==> src/rtl/adder_share_arb.sv <==
// adder_share_arb
//   Lets two requesters time-share one external WIDTH-bit adder. A request
//   is granted in IDLE, and its operands are steered to the adder in that
//   same cycle. The adder's sum, overflow and carry are captured at the
//   clock edge and held in HOLD until the owning requester acknowledges.
//   FIXED_PRIO = 0 alternates between requesters that ask at the same time.
//   FIXED_PRIO = 1 makes req0 win every tie.

module adder_share_arb #(
   parameter int WIDTH      = 16,
   parameter bit FIXED_PRIO = 1'b0
) (
   input  logic             clk,
   input  logic             rst,
   // requester 0
   input  logic             req0,
   input  logic [WIDTH-1:0] a0,
   input  logic [WIDTH-1:0] b0,
   input  logic             ci0,
   input  logic             sign0,
   output logic             gnt0,
   output logic             vld0,
   input  logic             ack0,
   // requester 1
   input  logic             req1,
   input  logic [WIDTH-1:0] a1,
   input  logic [WIDTH-1:0] b1,
   input  logic             ci1,
   input  logic             sign1,
   output logic             gnt1,
   output logic             vld1,
   input  logic             ack1,
   // held result, shared by both requesters
   output logic [WIDTH-1:0] res,
   output logic             res_ofl,
   output logic             res_cout,
   output logic             busy,
   // shared adder interface
   output logic [WIDTH-1:0] add_a,
   output logic [WIDTH-1:0] add_b,
   output logic             add_ci,
   output logic             add_sign,
   input  logic [WIDTH-1:0] add_out,
   input  logic             add_ofl,
   input  logic             add_cout
);

   typedef enum logic {
      ST_IDLE = 1'b0,
      ST_HOLD = 1'b1
   } state_t;

   state_t           r_state;
   state_t           w_state_nxt;
   logic             r_owner;     // requester that owns the held result
   logic             r_ptr;       // requester preferred on the next tie
   logic [WIDTH-1:0] r_res;
   logic             r_res_ofl;
   logic             r_res_cout;

   logic             w_any_req;
   logic             w_pick1;     // 1 = requester 1 wins this cycle
   logic             w_grant;     // a grant is issued this cycle
   logic             w_owner_ack; // the owner's ack, masked to the owner only

   // Arbitration: pick the winner among the active requests.
   always_comb begin
      w_any_req = req0 | req1;
      if (FIXED_PRIO) begin
         w_pick1 = ~req0;
      end else if (req0 && req1) begin
         w_pick1 = r_ptr;
      end else begin
         w_pick1 = ~req0;
      end
      // Reset has priority, so no grant is visible while rst is high.
      w_grant     = (r_state == ST_IDLE) && w_any_req && !rst;
      w_owner_ack = r_owner ? ack1 : ack0;
   end

   // Next state, grants and adder steering.
   // NOTE: Every output of this block is assigned a default first. That way
   // no path can leave an output unassigned and infer a latch.
   always_comb begin
      w_state_nxt = r_state;
      gnt0        = 1'b0;
      gnt1        = 1'b0;
      add_a       = '0;
      add_b       = '0;
      add_ci      = 1'b0;
      add_sign    = 1'b0;
      unique case (r_state)
         ST_IDLE: begin
            if (w_grant) begin
               w_state_nxt = ST_HOLD;
               gnt0        = ~w_pick1;
               gnt1        = w_pick1;
               add_a       = w_pick1 ? a1    : a0;
               add_b       = w_pick1 ? b1    : b0;
               add_ci      = w_pick1 ? ci1   : ci0;
               add_sign    = w_pick1 ? sign1 : sign0;
            end
         end
         ST_HOLD: begin
            // Only the owner's ack releases the result; the other ack is ignored.
            if (w_owner_ack) begin
               w_state_nxt = ST_IDLE;
            end
         end
         default: w_state_nxt = ST_IDLE;
      endcase
   end

   // State register with synchronous reset.
   // NOTE: Sequential state uses non-blocking assignments. Every register
   // then samples pre-edge values, with no ordering races between blocks.
   always_ff @(posedge clk) begin
      if (rst) begin
         r_state <= ST_IDLE;
      end else begin
         r_state <= w_state_nxt;
      end
   end

   // Owner and round-robin pointer: updated on every grant.
   always_ff @(posedge clk) begin
      if (rst) begin
         r_owner <= 1'b0;
         r_ptr   <= 1'b0;
      end else if (w_grant) begin
         r_owner <= w_pick1;
         r_ptr   <= ~w_pick1;
      end
   end

   // Result capture. The adder output is taken verbatim in the grant cycle
   // and then held unchanged through HOLD.
   always_ff @(posedge clk) begin
      if (rst) begin
         r_res      <= '0;
         r_res_ofl  <= 1'b0;
         r_res_cout <= 1'b0;
      end else if (w_grant) begin
         r_res      <= add_out;
         r_res_ofl  <= add_ofl;
         r_res_cout <= add_cout;
      end
   end

   // Status and result outputs, all driven from registers.
   always_comb begin
      busy     = (r_state == ST_HOLD);
      vld0     = (r_state == ST_HOLD) && !r_owner;
      vld1     = (r_state == ST_HOLD) &&  r_owner;
      res      = r_res;
      res_ofl  = r_res_ofl;
      res_cout = r_res_cout;
   end

endmodule
==> config.mk <==
export PLATFORM = sky130hd
export DESIGN_NAME = adder_share_arb
export DESIGN_NICKNAME = d
export VERILOG_FILES = /design/src/rtl/adder_share_arb.sv
export SDC_FILE = /design/constraint.sdc
export NUM_CORES = 1
export LEC_CHECK = 0
export CAP_MARGIN = 20
export CORE_ASPECT_RATIO = 0.7
export CORE_MARGIN = 5
export CORE_UTILIZATION = 27
export CTS_CLUSTER_DIAMETER = 150
export CTS_CLUSTER_SIZE = 12
export DETAILED_ROUTE_END_ITERATION = 12
export PLACE_DENSITY = 0.82
export SLEW_MARGIN = 20
export SYNTH_ARGS = -nofsm -noshare
export SYNTH_HDL_FRONTEND = slang
export SYNTH_SLANG_ARGS = --single-unit
==> constraint.sdc <==
create_clock -name clk -period 1.7 [get_ports clk]
set_clock_uncertainty 0.05 [all_clocks]
set_input_delay 0.17 -clock clk [delete_from_list [all_inputs] [get_ports clk]]
set_output_delay 0.17 -clock clk [all_outputs]
set_load 0.02 [all_outputs]
==> impl_metrics.tcl, run 1 <==
set metrics [dict create \
    status "complete, no violations" \
    drt-total-wl_um 5661 \
    port-buffer-count 148 \
    startpoint_type "flip-flop" \
    cts_buffer_depth 2 \
    min_path_type "reg -> reg" \
    cp.arrival_ps 1450 \
    max_freq_ghz 0.5977 \
    die_y_um 66.90 \
    avgSynthCellArea_sq_um 10.58 \
    final_layout_size_suffix_gt1_frac 0.2788 \
    grt_max_degree 23 \
    mostFrequentLayoutCell "clkdlybuf4s50_1" \
    utilization 0.6622 \
    setup_slack_ps 27.02 \
    grt-ovfl-total 0 \
    finalSetupViolations 0 \
    cts-root-buf "clkbuf_8" \
    layout_common_cells "108 x clkdlybuf4s50_1, 34 x a22o_1, 33 x buf_6" \
    ir_drop_mv 0.5131 \
    rsz0062_at_grt "true" \
    endpoint_kind "output pin" \
    tritoncts "built" \
    holdPathStages 2 \
    h-tree-depth 1 \
    seqPwrFrac 0.323 \
    drt_iter0_markers 42 \
    grt_use_total 0.1734 \
    final_nets 362 \
    p_int_w 0.001244 \
    switching_power_w 0.0005329 \
    final.min_clock_period_ps 1673 \
    critPathKind "reg -> out" \
    drcViolationCount 0 \
    p_leak_nw 1.239 \
    drt_pre_antenna_iters 4 \
    synth.distinct_cells 18 \
    wire_per_inst_um 17.47 \
    hold_viol 0 \
    grt_pass1_vias 1546 \
    grt_pass1_wl_um 8549 \
    yosysSeqAreaShare 0.3367 \
    dp_hpwl_um 4515 \
    synth_fp_nets 210 \
    clkPwrFrac 0.184 \
    core-area_sq_um 4404 \
    slew-limit-headroom 0.8413 \
    antenna-diode-count 0 \
    place_area_sq_um 2778 \
    swShare 0.3000 \
    fillers 353 \
    routed_via_density 4.636 \
    synth_seq_cells 21 \
    antenna_left 0 \
    numCtsBuffers 3 \
    num_rows 20 \
    drv_slew 0 \
    worstRegToRegCells 4 \
    final_area_sq_um 2917 \
    syn_inst 118 \
    p_comb_frac 0.493 \
    netlist_area_sq_um 1249 \
    clk_pin_slew_ps 80 \
    total_power_w 0.001776 \
    fp.dieArea_sq_um 6106 \
    vias 1502 \
    clock_sinks 21 \
    required_ps 1480 \
    fin_crit_sh 0.9841 \
    tightest_slew_ps 237.3 \
    ios 149 \
    chipWidth_um 91.28 \
    preCtsSetupSlack_ps -532.7 \
    start_util 0.2835 \
    power_density_nw_per_um2 609.1 \
    drv_cap 0 \
    fin_tns_setup_ps 0 \
    clk_latency_ps 260 \
    antenna_found_initial 0 \
    areaGrowthSynthToFinish_pct 133.6 \
    place_congestion 0.6945 \
    crit_fanout 12 \
    yosysWarnings 0 \
]
-- synthesized netlist by cell type --
cell type  instances  area share
a22o_1            34        0.24
dfxtp_1           21        0.34
nor2b_1           19       0.095
mux2_2            18        0.16
buf_6              9       0.081
nand2_1            3      0.0090
buf_2              2      0.0080
o21bai_1           2       0.012
a31o_2             1      0.0070
and2_1             1      0.0050
and3_1             1      0.0050
and3_4             1      0.0090
buf_4              1      0.0060
inv_1              1      0.0030
mux2i_1            1      0.0080
nand2b_1           1      0.0050
nor2_1             1      0.0030
o21a_1             1      0.0060
-- cell families (layout without fill, tap and decap cells) --
group | count (synthesis) | after routing | share of synthesized area
multiplexers | 19 | 19 | 0.1703
AO/OA/AOI/OAI | 38 | 38 | 0.2635
flip-flops | 21 | 21 | 0.3367
AND/OR/NAND/NOR | 27 | 27 | 0.1313
buffers and inverters | 13 | 164 | 0.09820
-- path summary, 6_finish.rpt --
kind	from	endpoint	slack [ps]
worst max-delay path	r_ptr	add_b[15]	30
worst min-delay path	r_owner	r_owner	460
worst max register to register	busy	res_ofl	340
worst min register to register	r_owner	r_owner	460
-- state kept, by name (all words and copies together), names as in the netlist --
name      flops
busy          1
r_owner       1
r_ptr         1
res          16
res_cout      1
res_ofl       1
-- what timing repair did --
| item | in CTS | in global routing |
|---|---|---|
| hold buffers | 0 | 0 |
| cloned | 1 | 0 |
| pin swaps | 2 | 2 |
| gates resized for setup | 151 | 71 |
| endpoints found under the setup margin | 36 | 37 |
| setup buffers | 1 | 1 |
| endpoints found under the hold margin | 0 | 0 |
-- area by class of cell --
cell class	count	area, sq um	area share
Sequential cell	21	422.9	0.1450
Tap cell	55	68.82	0.02360
Timing Repair Buffer	159	1657	0.5680
Clock buffer	3	41.29	0.01416
Inverter	1	3.754	0.001287
Multi-Input combinational cell	84	718.2	0.2462
Clock inverter	1	5.005	0.001716
-- power by group through the flow --
stage	clock, W	combinational (W)	sequential [W]
floorplan	0	0.000308	0.000643
global placement	0	0.000830	0.000581
detailed placement	0	0.000840	0.000584
CTS	0.000341	0.000802	0.000573
global route	0.000362	0.000924	0.000582
finish	0.000327	0.000875	0.000575
-- layer usage --
metal  part of all wire  vias up  track usage
li1                   -      738            -
met1               0.44      676       0.2191
met2               0.45       80       0.2797
met3              0.098        8      0.06659
met4              0.015        0      0.04029
met5                  0        -            0
-- through the flow --
stage / cells / hold WS (ps)
3_5_place_dp: 317 / 419.8
4_1_cts: 323 / 456.9
2_1_floorplan: 118 / 265.5
5_1_grt: 324 / 465.7
3_3_place_gp: 317 / 409.8
6_report: 324 / 460.6
-- worst max-delay path, cell delays in order, from the launching register on --
cell,delay [ps]
dfxtp_2,320
nand2b_1,130
and3_4,210
buf_12,150
a22o_1,220
buf_4,160
Note: power is estimated with default switching activity, not from simulation.
==> run 2: changes to the inputs <==
- ABC_CLOCK_PERIOD_IN_PS: not set -> 1700
==> results of run 2 <==
Final layout, timing and power as in run 1 (identical DEF).
==> run 3: changes to the inputs <==
- GPL_ROUTABILITY_DRIVEN: not set -> 1
- TNS_END_PERCENT: not set -> 20
==> run 3 against run 2 <==
- final area down 3.3%
- via count is 0.33% higher
- sequential power barely moved
- non-clock buffer count unchanged
- first-iteration DRC count decreased by 9.5%
- combinational power shrank 4.9%
- setup slack lost 13 ps
- flip-flop and latch count unchanged
- critical path depth unchanged
- cell count did not move
- utilization decreased by 2.2 points
- critical endpoint is now add_a[14]
- highest routed layer unchanged
==> impl_metrics.tcl, run 3 (same netlist as run 1, synthesis figures left out) <==
set metrics [dict create \
    total_power_w 0.001735 \
    antenna_left 0 \
    start_util 0.2835 \
    fin_crit_sh 0.9918 \
    endpoint_kind "output pin" \
    critPathTopFamily "flip-flops" \
    clock_sinks 21 \
    cp.arrival_ps 1470 \
    min_path_type "reg -> reg" \
    status "complete, no violations" \
    vias 1507 \
    fin_cells 324 \
    worstSetupPathDepth 5 \
    required_ps 1480 \
    core-area_sq_um 4404 \
    startpoint_type "flip-flop" \
    drv_cap 0 \
    critPathKind "reg -> out" \
    port-buffer-count 148 \
    final_nets 362 \
    final_layout_size_suffix_gt1_frac 0.2788 \
    h-tree-depth 1 \
    numCtsBuffers 3 \
    worst_path_largest_cell_delay_ps 330 \
    areaGrowthSynthToFinish_pct 126.0 \
    preCtsSetupSlack_ps -532.7 \
    num_rows 20 \
    grt_pass1_wl_um 8355 \
    finalSetupViolations 0 \
    final.min_clock_period_ps 1686 \
    antenna-diode-count 0 \
    grt-ovfl-total 0 \
    dp_hpwl_um 4515 \
    cts-root-buf "clkbuf_8" \
    clk_pin_slew_ps 80 \
    ir_drop_mv 0.5106 \
    drt-total-wl_um 5740 \
    antenna_found_initial 0 \
    utilization 0.6406 \
    layout_common_cells "107 x clkdlybuf4s50_1, 34 x a22o_1, 21 x buf_2" \
    ctsHoldBuffers 0 \
    fp.dieArea_sq_um 6106 \
    slew-limit-headroom 0.8413 \
    drv_slew 0 \
    max_freq_ghz 0.5931 \
    largest_reg_flops 16 \
    hold_viol 0 \
    tritoncts "built" \
    rsz0062_at_grt "true" \
    cts_buffer_depth 2 \
    dp_cells 317 \
    wire_per_inst_um 17.72 \
    grt_use_total 0.1696 \
    routed_via_density 4.651 \
    drcViolationCount 0 \
    mostFrequentLayoutCell "clkdlybuf4s50_1" \
    crit_buf_inv 2 \
    worstRegToRegCells 4 \
    grt_pass1_vias 1521 \
    fin_tns_setup_ps 0 \
    drt_pre_antenna_iters 4 \
    crit_fanout 12 \
    crit_path_top_delay_cell "dfxtp_2" \
    die_y_um 66.90 \
    ios 149 \
    chipWidth_um 91.28 \
    setup_slack_ps 13.90 \
    worstPathCellList "nand2b_4 -> and3_4 -> clkbuf_16 -> a22o_1 -> buf_6" \
    drt_iter0_markers 38 \
    clk_latency_ps 260 \
    place_congestion 0.6945 \
    grt_max_degree 25 \
    tightest_slew_ps 237.3 \
    holdPathStages 2 \
    power_density_nw_per_um2 614.8 \
    p_leak_nw 1.251 \
]
[run 3: layout make-up]
type                    instances  area [sq um]
fillers                       357          1583
repair buffers                159          1554
multi-input cells              84         725.7
flip-flops and latches         21         422.9
well taps                      55         68.82
clock buffers                   3         41.29
clock inverters                 1         5.005
inverters                       1         3.754
[run 3: repair_timing]
item / CTS / global route
gates resized for setup: 144 / 36
setup buffers: 0 / 1
gates cloned: 0 / 2
setup endpoints to repair: 36 / 37
pin swaps: 0 / 10
endpoints found under the hold margin: 0 / 0
[run 3: worst min-delay path: stages, from the launching register on]
cell	delay [ps]
dfxtp_2	330
nand2_1	50
o21bai_1	50
[run 3: layer usage]
| metal | up-vias | track usage | wire length, um |
|---|---|---|---|
| li1 | 740 | - | - |
| met1 | 678 | 0.2157 | 2514 |
| met2 | 81 | 0.2698 | 2581 |
| met3 | 8 | 0.06659 | 559 |
| met4 | 0 | 0.04029 | 83 |
| met5 | - | 0 | 0 |
[run 3: worst paths after layout]
kind	slack [ps]	end	from
setup / recovery	10	add_a[14]	r_ptr
hold / removal	420	r_ptr	r_ptr
setup reg to reg	360	res_ofl	busy
hold reg to reg	420	r_ptr	r_ptr
[run 3: metrics by stage]
stage	instance area, sq um	hold slack (ps)
floorplan	1249	265.5
global placement	2778	409.8
detailed placement	2778	419.8
CTS	2673	431.1
global route	2821	437.8
finish	2821	416.3
[run 3: report_power, final]
part | switching, W | internal [W]
clock | 0.000164 | 0.000163
combinational | 0.000336 | 0.000497
sequential | 0.0000278 | 0.000548
